**src/rtl/fft_r2sdf_bfly_pkg.sv**
```systemverilog
// fft_r2sdf_bfly_pkg: width helpers shared by the SDF butterfly stage.
package fft_r2sdf_bfly_pkg;

    function automatic int cplx_w(input int w);
        return 2 * w;
    endfunction

    function automatic int idx_w(input int delay);
        return $clog2(delay);
    endfunction

endpackage

```
**src/rtl/fft_cplx_addsub.sv**
```systemverilog
// fft_cplx_addsub: combinational complex a+b and a-b, no growth, no saturation.
module fft_cplx_addsub #(
    parameter int W = 26
) (
    input  logic signed [W-1:0] a_re_i,
    input  logic signed [W-1:0] a_im_i,
    input  logic signed [W-1:0] b_re_i,
    input  logic signed [W-1:0] b_im_i,
    output logic signed [W-1:0] sum_re_o,
    output logic signed [W-1:0] sum_im_o,
    output logic signed [W-1:0] dif_re_o,
    output logic signed [W-1:0] dif_im_o
);

    assign sum_re_o = a_re_i + b_re_i;
    assign sum_im_o = a_im_i + b_im_i;
    assign dif_re_o = a_re_i - b_re_i;
    assign dif_im_o = a_im_i - b_im_i;

endmodule

```
**src/rtl/fft_r2sdf_bfly.sv**
```systemverilog
// fft_r2sdf_bfly: radix-2 SDF butterfly; drives an external delay line and
// streams sums (second half of each frame) then differences (during the next fill).
module fft_r2sdf_bfly
    import fft_r2sdf_bfly_pkg::*;
#(
    parameter int DATA_WIDTH = 25,
    parameter int DELAY      = 256
) (
    input  logic                                 clk,
    input  logic                                 rst,
    input  logic                                 in_valid,
    input  logic signed [DATA_WIDTH-1:0]         in_re,
    input  logic signed [DATA_WIDTH-1:0]         in_im,
    input  logic                                 flush,
    output logic                                 sr_ce,
    output logic [cplx_w(DATA_WIDTH+1)-1:0]      sr_di,
    input  logic [cplx_w(DATA_WIDTH+1)-1:0]      sr_do,
    output logic                                 out_valid,
    output logic signed [DATA_WIDTH:0]           out_re,
    output logic signed [DATA_WIDTH:0]           out_im,
    output logic [idx_w(DELAY)-1:0]              out_idx,
    output logic                                 out_diff
);

    localparam int W  = DATA_WIDTH + 1;
    localparam int IW = idx_w(DELAY);

    logic              adv, phase;
    logic signed [W-1:0] x_re, x_im, d_re, d_im;
    logic signed [W-1:0] sum_re, sum_im, dif_re, dif_im;
    logic [IW:0]       cnt_q, cnt_d;
    logic              primed_q, primed_d, valid_q, valid_d, diff_q, diff_d;
    logic signed [W-1:0] re_q, re_d, im_q, im_d;
    logic [IW-1:0]     idx_q, idx_d;

    assign adv   = in_valid | flush;
    assign sr_ce = adv;
    assign phase = cnt_q[IW];
    assign d_re  = sr_do[2*W-1:W];
    assign d_im  = sr_do[W-1:0];
    assign x_re  = in_valid ? {in_re[DATA_WIDTH-1], in_re} : '0;
    assign x_im  = in_valid ? {in_im[DATA_WIDTH-1], in_im} : '0;

    fft_cplx_addsub #(.W(W)) u_addsub (
        .a_re_i   (d_re),
        .a_im_i   (d_im),
        .b_re_i   (x_re),
        .b_im_i   (x_im),
        .sum_re_o (sum_re),
        .sum_im_o (sum_im),
        .dif_re_o (dif_re),
        .dif_im_o (dif_im)
    );

    // Fill phase stores x and emits last frame's differences; butterfly phase stores differences.
    assign sr_di = phase ? {dif_re, dif_im} : {x_re, x_im};

    always_comb begin
        cnt_d    = adv ? cnt_q + 1'b1 : cnt_q;
        primed_d = primed_q | (adv & phase);
        valid_d  = adv & (phase | primed_q);
        re_d     = adv ? (phase ? sum_re : d_re) : re_q;
        im_d     = adv ? (phase ? sum_im : d_im) : im_q;
        idx_d    = adv ? cnt_q[IW-1:0] : idx_q;
        diff_d   = adv ? ~phase : diff_q;
    end

    always_ff @(posedge clk or posedge rst) begin
        if (rst) begin
            cnt_q    <= '0;
            primed_q <= 1'b0;
            valid_q  <= 1'b0;
            re_q     <= '0;
            im_q     <= '0;
            idx_q    <= '0;
            diff_q   <= 1'b0;
        end else begin
            cnt_q    <= cnt_d;
            primed_q <= primed_d;
            valid_q  <= valid_d;
            re_q     <= re_d;
            im_q     <= im_d;
            idx_q    <= idx_d;
            diff_q   <= diff_d;
        end
    end

    assign out_valid = valid_q;
    assign out_re    = re_q;
    assign out_im    = im_q;
    assign out_idx   = idx_q;
    assign out_diff  = diff_q;

endmodule

```
**config.mk**
```make
export PLATFORM = sky130hd
export DESIGN_NAME = fft_r2sdf_bfly
export DESIGN_NICKNAME = d
export VERILOG_FILES = /design/src/rtl/fft_r2sdf_bfly_pkg.sv /design/src/rtl/fft_cplx_addsub.sv /design/src/rtl/fft_r2sdf_bfly.sv
export SDC_FILE = /design/constraint.sdc
export NUM_CORES = 1
export LEC_CHECK = 0
export BUFFER_PORTS_ARGS = -buffer_cell sky130_fd_sc_hd__buf_4
export CELL_PAD_IN_SITES_DETAIL_PLACEMENT = 1
export CELL_PAD_IN_SITES_GLOBAL_PLACEMENT = 2
export CORE_ASPECT_RATIO = 0.8
export CORE_UTILIZATION = 28
export DETAILED_ROUTE_END_ITERATION = 6
export PLACE_DENSITY_LB_ADDON = 0.2
export SLEW_MARGIN = 20
export SYNTH_ARGS = -nofsm -noshare
export SYNTH_HDL_FRONTEND = slang
export SYNTH_SLANG_ARGS = --single-unit
```
**constraint.sdc**
```tcl
create_clock -name clk -period 3 [get_ports clk]
set_clock_uncertainty 0.05 [all_clocks]
set_input_delay 0.15 -clock clk [delete_from_list [all_inputs] [get_ports clk]]
set_output_delay 0.15 -clock clk [all_outputs]
set_load 0.01 [all_outputs]
```
==> flow_summary.toml <==
[run_status]
outcome = "finished with violations"
violations = "negative setup slack"

[pwr]
finalPower_mw = 4.82
ir_drop_mv = 0.189
powerDensity_nw_per_um2 = 351
leakage_nw = 6.61

[cells_and_area]
final_core_util_pct = 43.2
fin_nets = 1866
final_area_um2 = 13700
layout.cells.non_filler = 2072
fillers = 3978
final_layout_size_suffix_gt1_share_pct = 36.1
area_growth_pct = 50.2
n_antenna_cell = 0

[setup_path]
cp.required_ns = 2.80
cp_cell_sequence = "buf_12 -> and2_4 -> ha_4 -> fa_2 -> nor2b_1 -> o21a_1 -> o21ai_2 -> a2111o_1 -> a21bo_4 -> a21bo_4 -> a21oi_4 -> a21oi_2 -> xor2_1 -> mux2i_1 -> buf_4"
worstSetupPathType = "input port to primary output"
crit_slowest_cell = "a2111o_1"
cpPeakStageDelay_ns = 0.50
cp_data_arrival_time_ns = 3.00
path_common_cell = "a21bo_4"
reg2reg_depth = 3
worst_setup_path_end_kind = "primary output"
crit_fanout = 7
startpoint_type = "input port"

[detailed_routing]
drt_iter0_drc = 339
drc_errors = 0
wl_met3_um = 1350
firstDrtPassIters = 4
vias_per_cell = 4.90
highest_layer = "met4"
wl_met1_um = 18600
ant_nets = 0
wl_per_cell_um = 17.5
totalWireLength_um = 36200
wl_met2_um = 16000
vias = 10152

[clocking]
tritoncts = "done"
cts_buffer_depth = 2
clockRootBuffer = "clkbuf_16"
cts.clk_slew.worst_paths_ns = 0.07
clock_latency_ns = 0.36
htree_levels = 3
numCtsBuffers = 9
cts_sinks = 72

[hold_path]
min_path_type = "input port to flip-flop"
min_path_cells = 3

[logic_synthesis]
synthFlopType = "dfrtp_1"
syn_nets = 1461
synth.cell_area_um2 = 9140
yosys.area.top_type = "dfrtp_1"
synth.top_cell.area_share_pct = 19.7
synth-seq-cells = 72
synth_cells = 1242
yosys-top-cells-count = "nand2_1, o21ai_0, a21oi_1, ha_1, inv_1"
yosysWarnings = 0
async_flop_share_pct = 100
yosys.cell_types.count = 75
synth-edff-count = 0
synth.most_common_cell = "nand2_1"
yosys-top-cells-area = "dfrtp_1, ha_1, nand2_1"
synth.avg_cell_area_um2 = 7.36
ys_seq_area_share_pct = 19.7

[grt]
grt_max_degree = 149
grt_pass1_vias = 10432
antenna_found_initial = 0
grt.total_usage_pct = 21.4
grt.overflow.total = 0
grt_pass1_wl_um = 56600

[floorplan]
core_um2 = 31800
start_util_pct = 28.7
die_area_um2 = 33400
ios = 221
die_y_um = 164
rows = 58
die_w_um = 204

[sta]
finalHoldViolCount = 0
fin_crit_sh_pct = 107
min_period_ns = 3.20
slew_violations = 0
rsz0062_at_grt = "true"
finalSetupViolations = 8
setup_ws_ns = -0.203
max_freq_mhz = 312
holdWs_ns = 0.0406
setup_tns_ns = -0.947
maxSlewHeadroom_pct = 38.6
tightest_slew_ns = 0.921

[placed_design]
portBuffers = 220
placed_area_um2 = 12700
place_congestion = 0.865
dp_hpwl_um = 28300
place_ws_ns = -0.375
place_inst = 2034

[run]
drv_cap = 0
[flip-flops by register name (all words and copies together), names as in the netlist]
signal     cells
cnt_q          9
out_diff       1
out_idx        8
out_im        26
out_re        26
out_valid      1
primed_q       1
[report_power, final]
part | internal (mW) | switching, mW | leakage [nW] | total [mW]
logic | 1.21 | 1.20 | 5.61 | 2.40
registers | 1.12 | 0.137 | 0.868 | 1.25
clock network | 0.579 | 0.578 | 0.135 | 1.16
total | 2.90 | 1.91 | 6.61 | 4.82
[area by class of cell]
| class | count | area, um^2 | share of cell area [%] |
|---|---|---|---|
| well taps | 420 | 526 | 3.83 |
| flip-flops and latches | 72 | 1810 | 13.2 |
| multi-input cells | 1002 | 7140 | 52.1 |
| clock inverters | 7 | 61.3 | 0.447 |
| inverters | 96 | 363 | 2.64 |
| repair buffers | 466 | 3600 | 26.2 |
| clock buffers | 9 | 225 | 1.64 |
[metal layers]
layer,vias up,global-route usage [%]
met3,18,2.93
li1,5074,-
met4,0,3.32
met2,161,34.2
met1,4899,31.0
met5,-,0
[cell usage in the layout (no fill, tap or decap), drive strengths merged, types with 17 or more instances in the layout]
master	n
xor2	17
inv	99
a21o	29
nand2	191
a21oi	115
xnor2	73
mux2i	21
dfrtp	72
buf	464
nor3	18
ha	109
o21ai	135
nor2	85
[cell families after synthesis]
group	share of synthesized area, %
compound gates	26.7
xor+xnor	8.63
fa+ha+maj	15.8
buf+inv	8.11
flops	19.7
mux	2.30
simple gates	18.8
[worst paths after layout]
check | end | start | slack, ns
max in group asynchronous | out_im[10] | rst | 1.76
hold / removal | out_im[25] | sr_do[25] | 0.04
setup / recovery | sr_di[50] | in_valid | -0.20
setup reg to reg | out_re[0] | cnt_q[8] | 1.21
hold reg to reg | primed_q | primed_q | 0.43
min in group asynchronous | out_re[17] | rst | 0.39
[worst max-delay path: cells and delay by family]
kind	cells	cell delay (ns)
mux	1	0.11
fa+ha+maj	2	0.52
xor+xnor	1	0.22
simple gates	2	0.26
buf+inv	2	0.28
compound gates	7	1.45
[what timing repair did]
item | in CTS | in global routing
pin swaps | 29 | 35
setup buffers | 12 | 8
resized for setup | 49 | 59
hold endpoints to repair | 48 | 0
cloned | 1 | 0
endpoints found under the setup margin | 22 | 26
hold buffers | 1 | 0
No activity file was read; power rests on OpenSTA's default activity.
